==> src/rtl/vid_cfg_writer.sv <==
// rtl/vid_cfg_writer.sv - bus initiator that programs the video controller register file
//
// Purpose: on start, acquires the bus through the arbiter and issues seven
// single-beat register writes (H1, H2, V1, V2, base, line increment, CR last),
// waiting for the controller's write response after each one.
//
// Ports:
//   clk          - single clock, all logic on posedge
//   reset        - synchronous, active-low
//   start        - one-cycle request, sampled only while idle
//   *_val        - 32-bit register images, captured on an accepted start
//   ackin        - arbiter grant (looked at only while requesting)
//   cmdin        - response command from the controller, 3'b101 = write response
//   reqout       - arbiter bid, 2'b11 while requesting
//   selout       - bus select during the address and data beats
//   cmdout       - 3'b100 on the address beat, 3'b000 otherwise
//   lenout       - burst length, always single beat
//   addrdataout  - address on the address beat, data on the data beat, else 0
//   busy         - high whenever the sequencer is not idle
//   done         - one-cycle pulse once all seven writes have completed
//   error        - sticky timeout flag, cleared by the next accepted start
//
// Build option: VID_CFG_TIMEOUT_EN adds a WAIT-state watchdog that aborts the
// sequence after TIMEOUT_CYCLES cycles without a response.

module vid_cfg_writer #(
   parameter int TIMEOUT_CYCLES = 64
) (
   input  logic        clk,
   input  logic        reset,
   input  logic        start,
   input  logic [31:0] cr_val,
   input  logic [31:0] h1_val,
   input  logic [31:0] h2_val,
   input  logic [31:0] v1_val,
   input  logic [31:0] v2_val,
   input  logic [31:0] base_val,
   input  logic [31:0] lineinc_val,
   input  logic        ackin,
   input  logic [2:0]  cmdin,
   output logic [1:0]  reqout,
   output logic        selout,
   output logic [2:0]  cmdout,
   output logic [1:0]  lenout,
   output logic [31:0] addrdataout,
   output logic        busy,
   output logic        done,
   output logic        error
);

   typedef enum logic [2:0] {
      S_IDLE,
      S_REQ,
      S_ADDR,
      S_DATA,
      S_WAIT,
      S_DONE
   } state_t;

   localparam logic [2:0] CMD_WRITE = 3'b100;
   localparam logic [2:0] CMD_WRESP = 3'b101;
   localparam logic [2:0] LAST_IDX  = 3'd6;

   // The WAIT counter is 8 bits wide, so the limit must fit in it.
   if (TIMEOUT_CYCLES < 1 || TIMEOUT_CYCLES > 256) begin : g_bad_timeout
      $error("TIMEOUT_CYCLES must be in the range 1..256");
   end

   state_t      state, state_n;
   logic [2:0]  idx, idx_n;
   logic        err, err_n;
   logic        capture;
   logic        timeout;

   logic [31:0] h1_r, h2_r, v1_r, v2_r, base_r, lineinc_r, cr_r;
   logic [31:0] wr_addr, wr_data;

   logic [1:0]  reqout_n;
   logic        selout_n;
   logic [2:0]  cmdout_n;
   logic [31:0] addrdataout_n;
   logic        busy_n, done_n;

`ifdef VID_CFG_TIMEOUT_EN
   logic [7:0] wait_cnt;

   // Held at zero outside WAIT, so it reads 0 in the first WAIT cycle.
   always_ff @(posedge clk) begin
      if (!reset) begin
         wait_cnt <= '0;
      end else if (state != S_WAIT) begin
         wait_cnt <= '0;
      end else begin
         wait_cnt <= wait_cnt + 8'd1;
      end
   end

   assign timeout = (state == S_WAIT) && (wait_cnt == 8'(TIMEOUT_CYCLES - 1));
   assign error   = err;
`else
   assign timeout = 1'b0;
   assign error   = 1'b0;
`endif

   assign lenout = 2'b00;

   // Write table. idx only changes on edges into REQ, so it is stable on the
   // edges into ADDR and DATA where these values get registered.
   always_comb begin
      wr_addr = 32'h0;
      wr_data = 32'h0;
      case (idx)
         3'd0: begin wr_addr = 32'h28; wr_data = h1_r;      end
         3'd1: begin wr_addr = 32'h30; wr_data = h2_r;      end
         3'd2: begin wr_addr = 32'h38; wr_data = v1_r;      end
         3'd3: begin wr_addr = 32'h40; wr_data = v2_r;      end
         3'd4: begin wr_addr = 32'h48; wr_data = base_r;    end
         3'd5: begin wr_addr = 32'h50; wr_data = lineinc_r; end
         3'd6: begin wr_addr = 32'h00; wr_data = cr_r;      end
         default: ;
      endcase
   end

   // Next state plus output decode of the next state; outputs are registered
   // so they line up with the state they describe.
   always_comb begin
      state_n  = state;
      idx_n    = idx;
      err_n    = err;
      capture  = 1'b0;

      case (state)
         S_IDLE: begin
            if (start) begin
               state_n = S_REQ;
               idx_n   = 3'd0;
               err_n   = 1'b0;
               capture = 1'b1;
            end
         end
         S_REQ: begin
            if (ackin) state_n = S_ADDR;
         end
         S_ADDR: state_n = S_DATA;
         S_DATA: state_n = S_WAIT;
         S_WAIT: begin
            if (cmdin == CMD_WRESP) begin
               if (idx == LAST_IDX) begin
                  state_n = S_DONE;
               end else begin
                  state_n = S_REQ;
                  idx_n   = idx + 3'd1;
               end
            end else if (timeout) begin
               state_n = S_IDLE;
               err_n   = 1'b1;
            end
         end
         S_DONE:  state_n = S_IDLE;
         default: state_n = S_IDLE;
      endcase

      reqout_n      = 2'b00;
      selout_n      = 1'b0;
      cmdout_n      = 3'b000;
      addrdataout_n = 32'h0;
      busy_n        = (state_n != S_IDLE);
      done_n        = (state_n == S_DONE);

      case (state_n)
         S_REQ:  reqout_n = 2'b11;
         S_ADDR: begin
            selout_n      = 1'b1;
            cmdout_n      = CMD_WRITE;
            addrdataout_n = wr_addr;
         end
         S_DATA: begin
            selout_n      = 1'b1;
            addrdataout_n = wr_data;
         end
         default: ;
      endcase
   end

   always_ff @(posedge clk) begin
      if (!reset) begin
         state       <= S_IDLE;
         idx         <= 3'd0;
         err         <= 1'b0;
         reqout      <= 2'b00;
         selout      <= 1'b0;
         cmdout      <= 3'b000;
         addrdataout <= 32'h0;
         busy        <= 1'b0;
         done        <= 1'b0;
      end else begin
         state       <= state_n;
         idx         <= idx_n;
         err         <= err_n;
         reqout      <= reqout_n;
         selout      <= selout_n;
         cmdout      <= cmdout_n;
         addrdataout <= addrdataout_n;
         busy        <= busy_n;
         done        <= done_n;
      end
   end

   // Register images are frozen for the whole sequence.
   always_ff @(posedge clk) begin
      if (!reset) begin
         h1_r      <= 32'h0;
         h2_r      <= 32'h0;
         v1_r      <= 32'h0;
         v2_r      <= 32'h0;
         base_r    <= 32'h0;
         lineinc_r <= 32'h0;
         cr_r      <= 32'h0;
      end else if (capture) begin
         h1_r      <= h1_val;
         h2_r      <= h2_val;
         v1_r      <= v1_val;
         v2_r      <= v2_val;
         base_r    <= base_val;
         lineinc_r <= lineinc_val;
         cr_r      <= cr_val;
      end
   end

endmodule

==> config.mk <==
export PLATFORM = sky130hd
export DESIGN_NAME = vid_cfg_writer
export DESIGN_NICKNAME = d
export VERILOG_FILES = /design/src/rtl/vid_cfg_writer.sv
export SDC_FILE = /design/constraint.sdc
export NUM_CORES = 1
export LEC_CHECK = 0
export CAP_MARGIN = 10
export CORE_AREA = 4 4 200 183
export CTS_BUF_LIST = sky130_fd_sc_hd__clkbuf_16
export CTS_CLUSTER_SIZE = 28
export DETAILED_ROUTE_END_ITERATION = 8
export DIE_AREA = 0 0 204 187
export DONT_BUFFER_PORTS = 1
export GPL_ROUTABILITY_DRIVEN = 0
export REMOVE_ABC_BUFFERS = 1
export SLEW_MARGIN = 20
export SYNTH_ARGS = -nofsm -noshare
export SYNTH_HDL_FRONTEND = slang
export SYNTH_SLANG_ARGS = --single-unit
==> constraint.sdc <==
create_clock -name clk -period 2.6 [get_ports clk]
set_clock_uncertainty 0.15 [all_clocks]
set_input_delay 0.39 -clock clk [delete_from_list [all_inputs] [get_ports clk]]
set_output_delay 0.39 -clock clk [all_outputs]
set_load 0.02 [all_outputs]
==> impl_metrics.py, run 1 <==
metrics = {
    "logic_synthesis": {
        "synth_xor_area_frac": 0,
        "postSynth.asyncResetShare": 0,
        "synth_top_family_by_area": "compound AO/OA/AOI/OAI gates",
        "ys_dominant_reg_cell": "sky130_fd_sc_hd__dfxtp_1",
        "synth_compound_area_frac": 0.2424,
        "muxShareOfSynthArea": 0.02393,
        "post_synth.cell_area_avg_um2": 8.557,
        "synth-warning-count": 0,
        "yosysUniqueCellTypes": 45,
        "post_synth_edffs": 0,
        "synth_sequential_area_ratio": 0.4892,
        "post_synth_inst_count": 1277,
        "synth.ff_latch_count": 267,
        "post_synth_instance_area_um2": 10930,
        "synth_adder_area_share": 0.005725,
        "simple_logic_cell_fraction_of_the_synthesized_area": 0.1832,
    },
    "cts": {
        "post_cts_hold_buffer_count": 341,
        "cts.root.buffer_cell": "sky130_fd_sc_hd__clkbuf_16",
        "cts_setup_buffers": 0,
        "cts_buffers": 29,
        "cts_resized": 0,
        "cts_max_path_buffers": 3,
        "cts_sink_count": 267,
        "htree_levels": 1,
    },
    "floorplanning": {
        "site_rows": 65,
        "floorplan.io_pins": 274,
        "dieHeight_um": 187,
        "dieWidth_um": 204,
        "initial_core_util": 0.3161,
    },
    "placement": {
        "numPortBuffers": 0,
        "dp.final_hpwl_mm": 20.16,
    },
    "status": {
        "firstError": "[ERROR RSZ-0060] Max buffer count reached.",
        "outcome.stop_stage": "4_1_cts",
        "outcome": "stopped before the end",
    },
}
## synthesized netlist by cell type (3+ instances only)
| library cell | instances | area share |
|---|---|---|
| sky130_fd_sc_hd__buf_1 | 6 | 0.0021 |
| sky130_fd_sc_hd__a31oi_1 | 3 | 0.0017 |
| sky130_fd_sc_hd__buf_6 | 6 | 0.0062 |
| sky130_fd_sc_hd__inv_1 | 5 | 0.0017 |
| sky130_fd_sc_hd__nor2b_1 | 3 | 0.0017 |
| sky130_fd_sc_hd__a21boi_0 | 76 | 0.052 |
| sky130_fd_sc_hd__mux2i_1 | 25 | 0.023 |
| sky130_fd_sc_hd__a21oi_1 | 33 | 0.015 |
| sky130_fd_sc_hd__buf_2 | 38 | 0.017 |
| sky130_fd_sc_hd__a222oi_1 | 56 | 0.051 |
| sky130_fd_sc_hd__a21boi_1 | 151 | 0.10 |
| sky130_fd_sc_hd__a221oi_1 | 6 | 0.0048 |
| sky130_fd_sc_hd__nor2_1 | 33 | 0.011 |
| sky130_fd_sc_hd__ha_1 | 5 | 0.0057 |
| sky130_fd_sc_hd__nand2_1 | 452 | 0.16 |
| sky130_fd_sc_hd__a32oi_1 | 3 | 0.0024 |
| sky130_fd_sc_hd__buf_4 | 14 | 0.0096 |
| sky130_fd_sc_hd__dfxtp_1 | 267 | 0.49 |
| sky130_fd_sc_hd__o21ai_0 | 6 | 0.0027 |
| sky130_fd_sc_hd__nand3_1 | 4 | 0.0018 |
| sky130_fd_sc_hd__clkbuf_1 | 53 | 0.018 |
| sky130_fd_sc_hd__nand2b_1 | 5 | 0.0029 |
## stage by stage
stage               setup WS (ps)  area [um2]  instances  hold slack, ps    util
floorplan                   -8171       10360       1164           282.6       -
global placement            432.3       11200       1651           290.1  0.3241
detailed placement          390.9       11200       1651           294.6  0.3241
## kinds of logic after synthesis
kind of cell               after synthesis
and+or+nand+nor                        511
AOI/OAI and AO/OA                      345
DFF                                    267
buffers and inverters                  122
muxes                                   26
adders and majority gates                5
other                                    1
==> run 2, diff against run 1 <==
- CORE_AREA: 4 4 200 183 -> 4 4 239 241
- CTS_BUF_LIST: sky130_fd_sc_hd__clkbuf_16 -> unset
- CTS_CLUSTER_SIZE: 28 -> unset
- DIE_AREA: 0 0 204 187 -> 0 0 243 245
- PLACE_DENSITY_LB_ADDON: unset -> 0.15
==> run 2 against run 1 <==
Net effect:
- the flow now finishes without violations
- synthesized cell count did not move
- area after synthesis did not move
==> impl_metrics.py, run 2 <==
metrics = {
    "logic_synthesis": {
        "post_synth_inst_count": 1277,
        "synth.ff_latch_count": 267,
        "post_synth_instance_area_um2": 10930,
        "synth-warning-count": 0,
        "yosysUniqueCellTypes": 45,
        "synth_largest_type_area_fraction": 0.4892,
        "post_synth.cell_area_avg_um2": 8.557,
        "yosysTopAreaCell": "sky130_fd_sc_hd__dfxtp_1",
        "post_synth_edffs": 0,
        "synth_sequential_area_ratio": 0.4892,
        "synth_common_cells": "sky130_fd_sc_hd__nand2_1, sky130_fd_sc_hd__dfxtp_1, sky130_fd_sc_hd__a21boi_1",
        "yosys.cell_count.top_type": "sky130_fd_sc_hd__nand2_1",
        "synthTopCellsByArea": "sky130_fd_sc_hd__dfxtp_1, sky130_fd_sc_hd__nand2_1, sky130_fd_sc_hd__a21boi_1",
        "postSynth.asyncResetShare": 0,
        "ys_dominant_reg_cell": "sky130_fd_sc_hd__dfxtp_1",
    },
    "final_layout": {
        "final_common_cell": "sky130_fd_sc_hd__nand2_1",
        "areaGrowthSynthToFinish_pct": 50.82,
        "final_cell_mix": "sky130_fd_sc_hd__nand2_1, sky130_fd_sc_hd__dlygate4sd3_1, sky130_fd_sc_hd__dfxtp_1",
        "layout.nets": 1834,
        "fillerInstances": 5860,
        "final_layout_size_suffix_gt1_frac": 0.04883,
        "post-route-util": 0.3003,
        "layout.cells.non_filler": 2324,
    },
    "pwr": {
        "power.internal_w": 0.008142,
        "power.share.sequential": 0.418,
        "switchingPower_w": 0.002773,
        "pwr-share-comb": 0.135,
        "power_switching_share": 0.2540,
        "report.power.total_w": 0.01091,
        "power_density_nw_per_um2": 662.3,
        "power_frac_clock": 0.447,
        "power.leakage_nw": 6.515,
        "worst_ir_drop_vdd_v": 0.0003705,
    },
    "cts": {
        "clock_tree_from_tritoncts": "done",
        "cts.root.buffer_cell": "sky130_fd_sc_hd__clkbuf_16",
        "path_clk_slew_ps": 50,
        "cts_sink_count": 267,
        "cts_setup_buffers": 0,
        "cts_max_path_buffers": 3,
        "worstSkewPairLatency_ps": 530,
        "cts_buffers": 36,
        "htree_levels": 2,
    },
    "routing": {
        "avgRoutedWirePerCell_um": 17.84,
        "via_count": 10154,
        "drc": 0,
        "detail-route-antenna-nets": 0,
        "routed_wl_mm": 41.46,
        "drt_first_pass_iters": 7,
        "drt-initial-drc-count": 609,
        "avgViaCountPerCell": 4.369,
    },
    "floorplanning": {
        "floorplan.core_area_um2": 54880,
        "dieHeight_um": 245,
        "initial_core_util": 0.1991,
        "dieWidth_um": 243,
        "floorplan.io_pins": 274,
        "site_rows": 86,
        "design.die.area_um2": 59540,
    },
    "timing": {
        "tightest_slew_ps": 701.5,
        "finalWorstPathRequiredPeriod_ps": 2400,
        "rsz0062_at_grt": "no",
        "hold_viol": 0,
        "timing.final.max_slew_violations": 0,
        "clock.fmax_mhz": 416.6,
        "setup_viol": 0,
        "period_share": 0.9232,
        "max_slew_margin": 0.5323,
    },
    "setup_path": {
        "cp-start-kind": "flip-flop",
        "r2r_slack_ps": 200,
        "worst_r2r_path_depth": 6,
        "worst-endpoint-arrival_ps": 2720,
        "worstSetupEndpointType": "flip-flop",
        "worstPathMaxFanout": 72,
        "r2r_start": "state[0]",
        "timing.setup.critical_path_class": "flip-flop to flip-flop",
        "regToRegEndpoint": "lineinc_r[20]",
        "timing.critical_path.required_ps": 2920,
    },
    "grt": {
        "grt_remaining_overflow": 0,
        "grtUsageTotal": 0.1363,
        "grt_pass1_wl_mm": 63.26,
        "antenna_found_initial": 2,
        "grt_start_max_net_pins": 154,
        "grt_pass1_vias": 10458,
    },
    "flow_run": {
        "maxCapViolCount": 0,
    },
    "placement": {
        "numPortBuffers": 0,
        "placed_cells": 1887,
        "dp.final_hpwl_mm": 24.64,
    },
    "hold_path": {
        "min_path_type": "primary input to flip-flop",
        "hold_start": "reset",
        "worstHoldEndpoint": "addrdataout[4]",
        "hold-path-cell-count": 2,
    },
    "status": {
        "outcome": "finished, final reports clean",
    },
}
## run 2: cell counts after synthesis
No cell type changed its count.
## run 2: layout make-up
class	instances	area, um2	share of cell area
flip-flops and latches	267	5345	0.3243
multi-input cells	892	5055	0.3067
repair buffers	396	4046	0.2455
clock buffers	49	1001	0.06074
well taps	704	880.8	0.05345
clock inverters	9	127.6	0.007744
inverters	5	18.77	0.001139
diodes	2	5.005	0.0003037
## run 2: cell families (layout without fill, tap and decap cells)
logic type / Yosys count / count (layout) / synth area share
compound gates: 345 / 345 / 0.2424
fa+ha+maj: 5 / 5 / 0.005725
buf+inv: 122 / 459 / 0.05519
flops: 267 / 267 / 0.4892
mux: 26 / 26 / 0.02393
other cells: 1 / 7 / 0.0003432
simple gates: 511 / 511 / 0.1832
## run 2: worst max-delay path by stage
| stage | startpoint | cells after the start | slack [ps] | to |
|---|---|---|---|---|
| after floorplan | start | 3 | -8170 | reqout[0] |
| after global placement | idx[0] | 6 | 280 | addrdataout[21] |
| after detailed placement | idx[0] | 6 | 280 | addrdataout[30] |
| after CTS | idx[0] | 6 | 220 | addrdataout[24] |
| after global routing | state[0] | 6 | 60 | v2_r[10] |
| final | state[0] | 6 | 200 | lineinc_r[20] |
## run 2: critical path, cell delays in order (launching register included)
cell and delay, ps:
sky130_fd_sc_hd__dfxtp_1 420, sky130_fd_sc_hd__nor4b_4 400, sky130_fd_sc_hd__buf_4 200, sky130_fd_sc_hd__buf_12 250, sky130_fd_sc_hd__nand2_1 90, sky130_fd_sc_hd__a21boi_0 200
sky130_fd_sc_hd__dlygate4sd3_1 590
## run 2: power by group through the flow
stage,Clock (W),Combinational (W),Sequential [W]
2_1_floorplan,0,0.000753,0.00459
3_3_place_gp,0,0.000918,0.00465
3_5_place_dp,0,0.000934,0.00465
4_1_cts,0.00509,0.00149,0.00456
5_1_grt,0.00524,0.00164,0.00460
6_report,0.00488,0.00147,0.00456
## run 2: routing by layer
metal / global-route usage / vias up / share of wire
li1: - / 5011 / -
met1: 0.1769 / 4854 / 0.46
met2: 0.2296 / 239 / 0.47
met3: 0.03048 / 50 / 0.053
met4: 0.03599 / 0 / 0.019
met5: 0 / - / 0
## run 2: what timing repair did
| action | CTS | global route |
|---|---|---|
| endpoints found under the hold margin | 235 | 0 |
| hold buffers | 377 | 0 |
| resized for setup | 0 | 0 |
## run 2: metrics by stage
| stage | worst slack (ps) | hold WS (ps) | area [um2] | TNS, ps |
|---|---|---|---|---|
| 2_1_floorplan | -8171 | 282.6 | 10360 | -1669390 |
| 3_3_place_gp | 284.0 | 290.4 | 11550 | 0 |
| 3_5_place_dp | 284.0 | 294.6 | 11550 | 0 |
| 4_1_cts | 222.9 | 99.58 | 16470 | 0 |
| 5_1_grt | 55.99 | 110.7 | 16480 | 0 |
| 6_report | 199.6 | 120.1 | 16480 | 0 |
No activity file was read; power rests on OpenSTA's default activity.
==> run 3, diff against run 2 <==
- MAX_ROUTING_LAYER: unset -> met4
- SLEW_MARGIN: 20 -> unset
==> run 3 against run 2 <==
Net effect:
- die area unchanged
- worst setup slack improved by 4.6 ps
- sequential share of layout area about the same
- global-route usage increased by 0.38 points
- total power about the same
- sequential power about the same
- cell count about the same
- clock power about the same
- first-iteration DRC count increased by 3.3%
- critical endpoint unchanged
- highest routed layer unchanged
==> impl_metrics.py, run 3 (synthesis results as in run 2) <==
metrics = {
    "pwr": {
        "power.internal_w": 0.008142,
        "switchingPower_w": 0.002768,
        "power_frac_clock": 0.447,
        "report.power.total_w": 0.01091,
        "power.share.sequential": 0.418,
        "power_density_nw_per_um2": 661.9,
        "worst_ir_drop_vdd_v": 0.0003711,
        "pwr-share-comb": 0.135,
        "power_switching_share": 0.2537,
        "power.leakage_nw": 6.515,
    },
    "placement": {
        "dp.final_hpwl_mm": 24.64,
        "numPortBuffers": 0,
        "dpl_cell_area_um2": 11550,
    },
    "routing": {
        "detail-route-antenna-nets": 0,
        "avgRoutedWirePerCell_um": 17.83,
        "drc": 0,
        "drt-initial-drc-count": 629,
        "via_count": 10169,
        "drt_first_pass_iters": 6,
        "routed_wl_mm": 41.48,
        "avgViaCountPerCell": 4.372,
    },
    "cts": {
        "cts.root.buffer_cell": "sky130_fd_sc_hd__clkbuf_16",
        "cts_resized": 0,
        "cts_buffers": 36,
        "path_clk_slew_ps": 60,
        "cts_max_path_buffers": 3,
        "worstSkewPairLatency_ps": 530,
        "htree_levels": 2,
        "post_cts_hold_buffer_count": 377,
        "clock_tree_from_tritoncts": "done",
        "cts_sink_count": 267,
        "cts_setup_buffers": 0,
    },
    "flow_run": {
        "maxCapViolCount": 0,
    },
    "final_layout": {
        "final_cell_mix": "sky130_fd_sc_hd__nand2_1, sky130_fd_sc_hd__dlygate4sd3_1, sky130_fd_sc_hd__dfxtp_1",
        "fillerInstances": 5859,
        "final_layout_size_suffix_gt1_frac": 0.04883,
        "final_common_cell": "sky130_fd_sc_hd__nand2_1",
        "layout.nets": 1834,
        "areaGrowthSynthToFinish_pct": 50.86,
        "final_area_um2": 16480,
    },
    "floorplanning": {
        "design.die.area_um2": 59540,
        "initial_core_util": 0.1991,
        "floorplan.core_area_um2": 54880,
        "floorplan.io_pins": 274,
        "dieHeight_um": 245,
        "site_rows": 86,
        "dieWidth_um": 243,
    },
    "grt": {
        "antenna_found_initial": 4,
        "grt_start_max_net_pins": 154,
        "grt_pass1_wl_mm": 63.14,
        "grt_remaining_overflow": 0,
        "grtUsageTotal": 0.1401,
        "grt_pass1_vias": 10455,
    },
    "setup_path": {
        "worstPathMaxFanout": 72,
        "timing.critical_path.required_ps": 2920,
        "path_buf_inv": 3,
        "critical-path-max-stage-delay_ps": 590,
        "worstSetupEndpointType": "flip-flop",
        "worst-endpoint-arrival_ps": 2720,
        "largest_delay_contributor_family_on_the_critical_path": "buffers and inverters",
        "library_cell_contributing_the_largest_single_delay_on_the_critical_path": "sky130_fd_sc_hd__dlygate4sd3_1",
        "crit_path_cell_trace": "nor4b_4 -> buf_4 -> buf_12 -> nand2_1 -> a21boi_0 -> dlygate4sd3_1",
        "timing.setup.critical_path_class": "flip-flop to flip-flop",
        "cp-start-kind": "flip-flop",
    },
    "status": {
        "outcome": "finished, final reports clean",
    },
    "hold_path": {
        "min_path_type": "primary input to flip-flop",
    },
    "timing": {
        "setup_viol": 0,
        "tightest_slew_ps": 705.0,
        "setup-tns-final_ps": 0,
        "finalWorstPathRequiredPeriod_ps": 2396,
        "clock.fmax_mhz": 417.4,
        "period_share": 0.9215,
        "rsz0062_at_grt": "no",
        "timing.final.max_slew_violations": 0,
        "hold_viol": 0,
        "max_slew_margin": 0.5300,
    },
}
## run 3: cell types whose count changed in the layout (fill, tap and decap cells not counted)
| cell | delta |
|---|---|
| sky130_fd_sc_hd__diode_2 | +2 |
## run 3: layer usage
layer / wire length [um] / track usage
met1: 19130 / 0.1774
met2: 19400 / 0.2289
met3: 2109 / 0.02917
met4: 835 / 0.03667
met5: 0 / -
## run 3: final timing paths
path / from / to / slack, ps / depth (start not counted)
worst min register to register: base_r[25] / base_r[25] / 300 / 2
worst min-delay path: reset / addrdataout[4] / 120 / 2
worst max-delay path: state[0] / lineinc_r[20] / 200 / 6
worst max register to register: state[0] / lineinc_r[20] / 200 / 6
## run 3: metrics by stage
step                        util  std cells  hold slack [ps]  setup slack (ps)
after floorplan                -       1164            282.6             -8171
after global placement    0.2106       1887            290.4             284.0
after detailed placement  0.2106       1887            294.6             284.0
after CTS                 0.3002       2322            99.58             222.9
after global routing      0.3003       2325            112.3             56.28
final                     0.3004       2326            115.7             204.2
## run 3: power by group through the flow
stage	logic (W)	clock network [W]	registers (W)
final	0.00147	0.00487	0.00456
after global routing	0.00164	0.00525	0.00460
after CTS	0.00149	0.00509	0.00456
after detailed placement	0.000934	0	0.00465
after global placement	0.000918	0	0.00465
after floorplan	0.000753	0	0.00459
## run 3: area by class of cell
class                   count  area, um2  share of cell area
inverters                   5      18.77            0.001139
multi-input cells         892       5055              0.3066
flip-flops and latches    267       5345              0.3242
clock buffers              49       1001             0.06072
well taps                 704      880.8             0.05343
repair buffers            396       4046              0.2455
clock inverters             9      127.6            0.007742
diodes                      4      10.01           0.0006072
